--- src/rtl/seq_det_ctrl.sv ---
// Serial pattern-detect controller: programmable 2..PAT_W bit pattern, overlap
// mode, arm/run/hold sequencing and a thresholded sticky alarm.
module seq_det_ctrl #(
  parameter int PAT_W = 8,
  parameter int CNT_W = 8,
  parameter int LEN_W = $clog2(PAT_W+1)
) (
  input  logic             clk,
  input  logic             rst,
  input  logic             in,
  input  logic             in_valid,
  input  logic             cfg_valid,
  output logic             cfg_ready,
  input  logic [PAT_W-1:0] cfg_pat,
  input  logic [LEN_W-1:0] cfg_len,
  input  logic             cfg_ovl,
  input  logic [CNT_W-1:0] cfg_thresh,
  output logic             cfg_err,
  input  logic             start,
  input  logic             stop,
  input  logic             ack,
  output logic             det,
  output logic [CNT_W-1:0] count,
  output logic             alarm,
  output logic [1:0]       state_o
);

  typedef enum logic [1:0] {IDLE = 2'd0, ARMED = 2'd1, RUN = 2'd2, HOLD = 2'd3} state_t;

  state_t           state, state_nx;
  logic [PAT_W-2:0] hist;
  logic [PAT_W-1:0] pat_r, window, mask;
  logic [LEN_W-1:0] fill, len_r, fill_inc;
  logic             ovl_r, err_r, cfg_legal, cfg_take, match, hit_thresh;
  logic [CNT_W-1:0] thresh_r, count_r, count_sat;
  logic [CNT_W:0]   cnt_p1;

  assign cfg_legal = (cfg_len >= LEN_W'(2)) && (cfg_len <= LEN_W'(PAT_W));
  assign cfg_take  = (state == IDLE) && cfg_valid;

  // Window is the last PAT_W bits ending with the current bit; only the low
  // len bits take part in the compare.
  assign window = {hist, in};
  assign mask   = ~({PAT_W{1'b1}} << len_r);
  assign match  = ((window ^ pat_r) & mask) == '0;
  assign det    = (state == RUN) && in_valid && (fill >= len_r - LEN_W'(1)) && match;

  assign cnt_p1     = {1'b0, count_r} + (CNT_W+1)'(1);
  assign count_sat  = (&count_r) ? count_r : cnt_p1[CNT_W-1:0];
  assign hit_thresh = det && (thresh_r != '0) && (cnt_p1 == {1'b0, thresh_r});
  assign fill_inc   = (fill == LEN_W'(PAT_W)) ? fill : fill + LEN_W'(1);

  always_ff @(posedge clk) begin
    if (rst) state <= IDLE;
    else     state <= state_nx;
  end

  always_comb begin
    state_nx = state;
    case (state)
      IDLE:  if (cfg_valid && cfg_legal) state_nx = ARMED;
      ARMED: if (stop) state_nx = IDLE; else if (start) state_nx = RUN;
      RUN:   if (stop) state_nx = IDLE; else if (hit_thresh) state_nx = HOLD;
      HOLD:  if (stop) state_nx = IDLE; else if (ack) state_nx = ARMED;
      default: state_nx = IDLE;
    endcase
  end

  always_ff @(posedge clk) begin
    if (rst) begin
      hist     <= '0;
      fill     <= '0;
      count_r  <= '0;
      pat_r    <= '0;
      len_r    <= '0;
      ovl_r    <= 1'b0;
      thresh_r <= '0;
      err_r    <= 1'b0;
    end else begin
      err_r <= cfg_take && !cfg_legal;
      if (cfg_take && cfg_legal) begin
        pat_r    <= cfg_pat;
        len_r    <= cfg_len;
        ovl_r    <= cfg_ovl;
        thresh_r <= cfg_thresh;
      end
      case (state)
        ARMED: begin
          if (stop) hist <= '0;
          else if (start) begin
            hist    <= '0;
            fill    <= '0;
            count_r <= '0;
          end
        end
        RUN: begin
          if (in_valid) begin
            hist <= window[PAT_W-2:0];
            fill <= (det && !ovl_r) ? '0 : fill_inc;
          end
          if (det) count_r <= count_sat;
          // stop still lets a same-cycle match count, but drops the history
          if (stop) begin
            hist <= '0;
            fill <= '0;
          end
        end
        HOLD: begin
          if (stop) hist <= '0;
          else if (ack) begin
            count_r <= '0;
            fill    <= '0;
          end
        end
        default: ;
      endcase
    end
  end

  assign cfg_ready = (state == IDLE);
  assign cfg_err   = err_r;
  assign count     = count_r;
  assign alarm     = (state == HOLD);
  assign state_o   = state;

endmodule

--- config.mk ---
export PLATFORM = sky130hd
export DESIGN_NAME = seq_det_ctrl
export DESIGN_NICKNAME = d
export VERILOG_FILES = /design/src/rtl/seq_det_ctrl.sv
export SDC_FILE = /design/constraint.sdc
export NUM_CORES = 1
export LEC_CHECK = 0
export ABC_CLOCK_PERIOD_IN_PS = 4800
export CELL_PAD_IN_SITES_DETAIL_PLACEMENT = 1
export CELL_PAD_IN_SITES_GLOBAL_PLACEMENT = 1
export CORE_MARGIN = 3
export CORE_UTILIZATION = 44
export CTS_BUF_LIST = sky130_fd_sc_hd__clkbuf_16
export DETAILED_ROUTE_END_ITERATION = 7
export MAX_ROUTING_LAYER = met4
export PLACE_DENSITY_LB_ADDON = 0.1
export SLEW_MARGIN = 20
export SYNTH_ARGS = -nofsm -noshare
export SYNTH_HDL_FRONTEND = slang
export SYNTH_SLANG_ARGS = --single-unit
--- constraint.sdc ---
create_clock -name clk -period 4.8 [get_ports clk]
set_clock_uncertainty 0.05 [all_clocks]
set_input_delay 1.2 -clock clk [delete_from_list [all_inputs] [get_ports clk]]
set_output_delay 1.2 -clock clk [all_outputs]
set_load 0.01 [all_outputs]
==> metrics, run 1 <==
postcts setup bufs 0; Num CTS Buffers 5; ys flop type dfxtp_1; PortBufs 42; Slew HR 0.3560; worst-skew pair later-pin latency 280 ps; async set or reset register ratio after synthesis 0; CP bufs+invs 2; core area 5709 um^2; DRT Pass-1 Iters 4; Site Rows 27; Peak Freq 227.6 MHz; netlist area before placement 2693 um^2; Arr. time, crit path 3140 ps; final hold slack 441.0 ps; crit-path max cell delay 570 ps; clk sink count 43; RR Startpoint len_r[1]; global-route wire length before repair 12,210 um; post-CTS sizing 0; detailed-route vias per instance 5.748; Synth cell types 60; total wire length 7251 um; largest net degree at the start of global routing 30; R2R depth 9; critical path, cell by cell clkdlybuf4s50_1, o211ai_4, or4_4, nor3_1, clkdlybuf4s50_1; CTS Hold Buffers Added 0; Max Cap Viol 0; Synth warnings 0; Detail Placement HPWL 5531 um; Wirelength per Cell 17.43 um; pwr/cell area 253.6 nW/um^2; Worst path depth 5; Clock Path Buffers 2; critical path class primary input to primary output; DRC viols 0; Antenna Cells 0; Leak 1.157 nW; HP Class flop to flop; final slew viol count 0; Net count, final 383; delay-heaviest family, CP buffers and inverters; setup TNS 0 ps; vias 2,391; Power, Total 828.4 uW; WHS Path Cells 2; Mean Syn Cell Area 8.799 um^2; Yosys reg bits 43; Period minus WS final 4393 ps; drt initial violations 64; number of synthesized flops with an enable pin 0; GPL Wtd Cong 0.8134; CTS tree yes; Mapped Cells 306; Total GRT Usage 0.2176; Min-Delay Endpoint hist[6]; Hold Startpoint hist[6]; crit path max fanout 5; Root Driver clkbuf_16; number of global-route vias before repair 2,474; Critical Path End Type primary output; gr ovfl total 0; peak supply drop 0.1500 mV; RR Endpoint count[2]; register area share after synthesis 0.3197; Tcrit/Tclk final 0.9153; share of layout cells above drive strength 1 0.08430; CP most frequent cell clkdlybuf4s50_1; die width 84.23 um; setup slack, reg-to-reg 2070 ps; Die H 84.23 um; Finished Cell Area 3267 um^2; syn nets 346; outcome completed; final core occ 0.5722; post-route ant nets 0; placed cell areas 3126 um^2; final setup fails 0; Worst-path clk slew 60 ps; area delta synth->final 21.33%; H-tree depth 2; Slew @ Worst Pin 963.8 ps; IO Count 43; Initial Util 0.4716; final hold violations 0; CP Launch Type primary input; Worst EP required 3550 ps; RSZ-0062 raised after global routing false; initial antenna violation count 0; DIE AREA 7094 um^2; CP max-delay cell or4_4
==> report_power, final <==
| part | switching, mW | internal, mW |
|---|---|---|
| registers | 0.0126 | 0.367 |
| logic | 0.0558 | 0.0573 |
| clock network | 0.146 | 0.190 |
| total | 0.214 | 0.614 |
==> registers in the layout (all words and copies together), names as in the netlist <==
register	flops
count	8
pat_r	8
thresh_r	8
hist	7
fill	4
len_r	4
state_o	2
cfg_err	1
ovl_r	1
==> cell usage in the layout (no fill, tap or decap), types with 2 or more instances in the layout <==
cell,Yosys,final
dfxtp_1,43,43
o2111ai_1,2,2
or3_1,2,2
nor2b_1,9,9
o2bb2ai_1,2,2
o21ai_0,8,8
nand2_1,13,13
ha_1,11,11
and2_1,4,4
a21oi_1,13,13
clkdlybuf4s50_1,0,42
nor3_1,10,10
o22ai_1,4,4
nor2_1,34,34
clkbuf_16,0,5
nand3_1,29,29
nand2b_1,5,5
mux2i_1,24,24
a211oi_1,2,2
o21a_1,3,3
xnor2_1,10,10
o211ai_2,5,5
o211ai_1,2,2
o31a_1,2,2
nand4_1,4,4
xor2_1,4,4
o21ai_1,3,3
nor4_1,2,2
nor3b_1,2,2
inv_1,13,14
==> worst register-to-register path, stage by stage (launching register included) <==
cell,delay (ps)
dfxtp_1,420
inv_1,80
ha_1,200
ha_1,280
ha_1,270
o21a_1,150
o211ai_4,100
nor4_4,640
a211o_4,320
o221ai_2,100
==> cells by family after synthesis <==
logic type | count (synthesis) | share of synthesized area
fa+ha+maj | 11 | 0.05111
flops | 43 | 0.3197
mux | 24 | 0.08922
compound gates | 58 | 0.1803
xor+xnor | 14 | 0.04554
simple gates | 130 | 0.2644
buf+inv | 26 | 0.04972
==> layout make-up <==
class | count | area, um^2
Clock inverter | 3 | 16.27
Sequential cell | 43 | 860.8
Clock buffer | 5 | 125.1
Fill cell | 670 | 2442
Inverter | 13 | 48.80
Multi-Input combinational cell | 237 | 1698
Tap cell | 72 | 90.09
Timing Repair Buffer | 43 | 427.9
==> per-stage QoR <==
step / std cells / setup WS, ps
6_report: 416 / 406.7
5_1_grt: 416 / 350.1
4_1_cts: 416 / 399.4
3_5_place_dp: 408 / 402.5
3_3_place_gp: 408 / 390.1
2_1_floorplan: 306 / 1336
==> worst max path at each step <==
stage / startpoint / end / slack, ps
2_1_floorplan: len_r[1] / det / 1340
5_1_grt: len_r[1] / det / 350
3_3_place_gp: in_valid / det / 390
4_1_cts: in_valid / det / 400
6_report: in_valid / det / 410
3_5_place_dp: in_valid / det / 400
==> synthesized netlist by cell type, drive strengths merged, types with 2 or more instances <==
| cell | number | area share |
|---|---|---|
| a211o | 2 | 0.0098 |
| a211oi | 2 | 0.0056 |
| a21oi | 14 | 0.030 |
| a311oi | 2 | 0.013 |
| and2 | 4 | 0.0093 |
| buf | 7 | 0.023 |
| clkbuf | 6 | 0.0084 |
| dfxtp | 43 | 0.32 |
| ha | 11 | 0.051 |
| inv | 13 | 0.018 |
| mux2i | 24 | 0.089 |
| nand2 | 14 | 0.020 |
| nand2b | 6 | 0.017 |
| nand3 | 30 | 0.058 |
| nand4 | 4 | 0.0093 |
| nor2 | 35 | 0.050 |
| nor2b | 10 | 0.026 |
| nor3 | 11 | 0.022 |
| nor3b | 2 | 0.0056 |
| nor4 | 3 | 0.013 |
| o2111ai | 2 | 0.0065 |
| o211ai | 8 | 0.037 |
| o21a | 3 | 0.0084 |
| o21ai | 11 | 0.020 |
| o221ai | 2 | 0.0088 |
| o22ai | 4 | 0.0093 |
| o2bb2ai | 2 | 0.0065 |
| o31a | 2 | 0.0065 |
| or3 | 2 | 0.0046 |
| or4 | 2 | 0.0070 |
| xnor2 | 10 | 0.033 |
| xor2 | 4 | 0.013 |
==> metal layers <==
layer,wire length (um),track usage,vias up
met2,3865,0.3967,36
met1,3087,0.2487,1167
met5,0,-,-
met3,210,0.03238,10
li1,-,-,1178
met4,87,0.05263,0
No activity file was read; power rests on OpenSTA's default activity.
==> run 2: changes to the inputs <==
CTS_CLUSTER_DIAMETER = 30   (was default)
SKIP_CTS_REPAIR_TIMING = 1   (was default)
==> results of run 2 <==
Same layout as run 1: the final DEF is identical, and so are final timing and power.
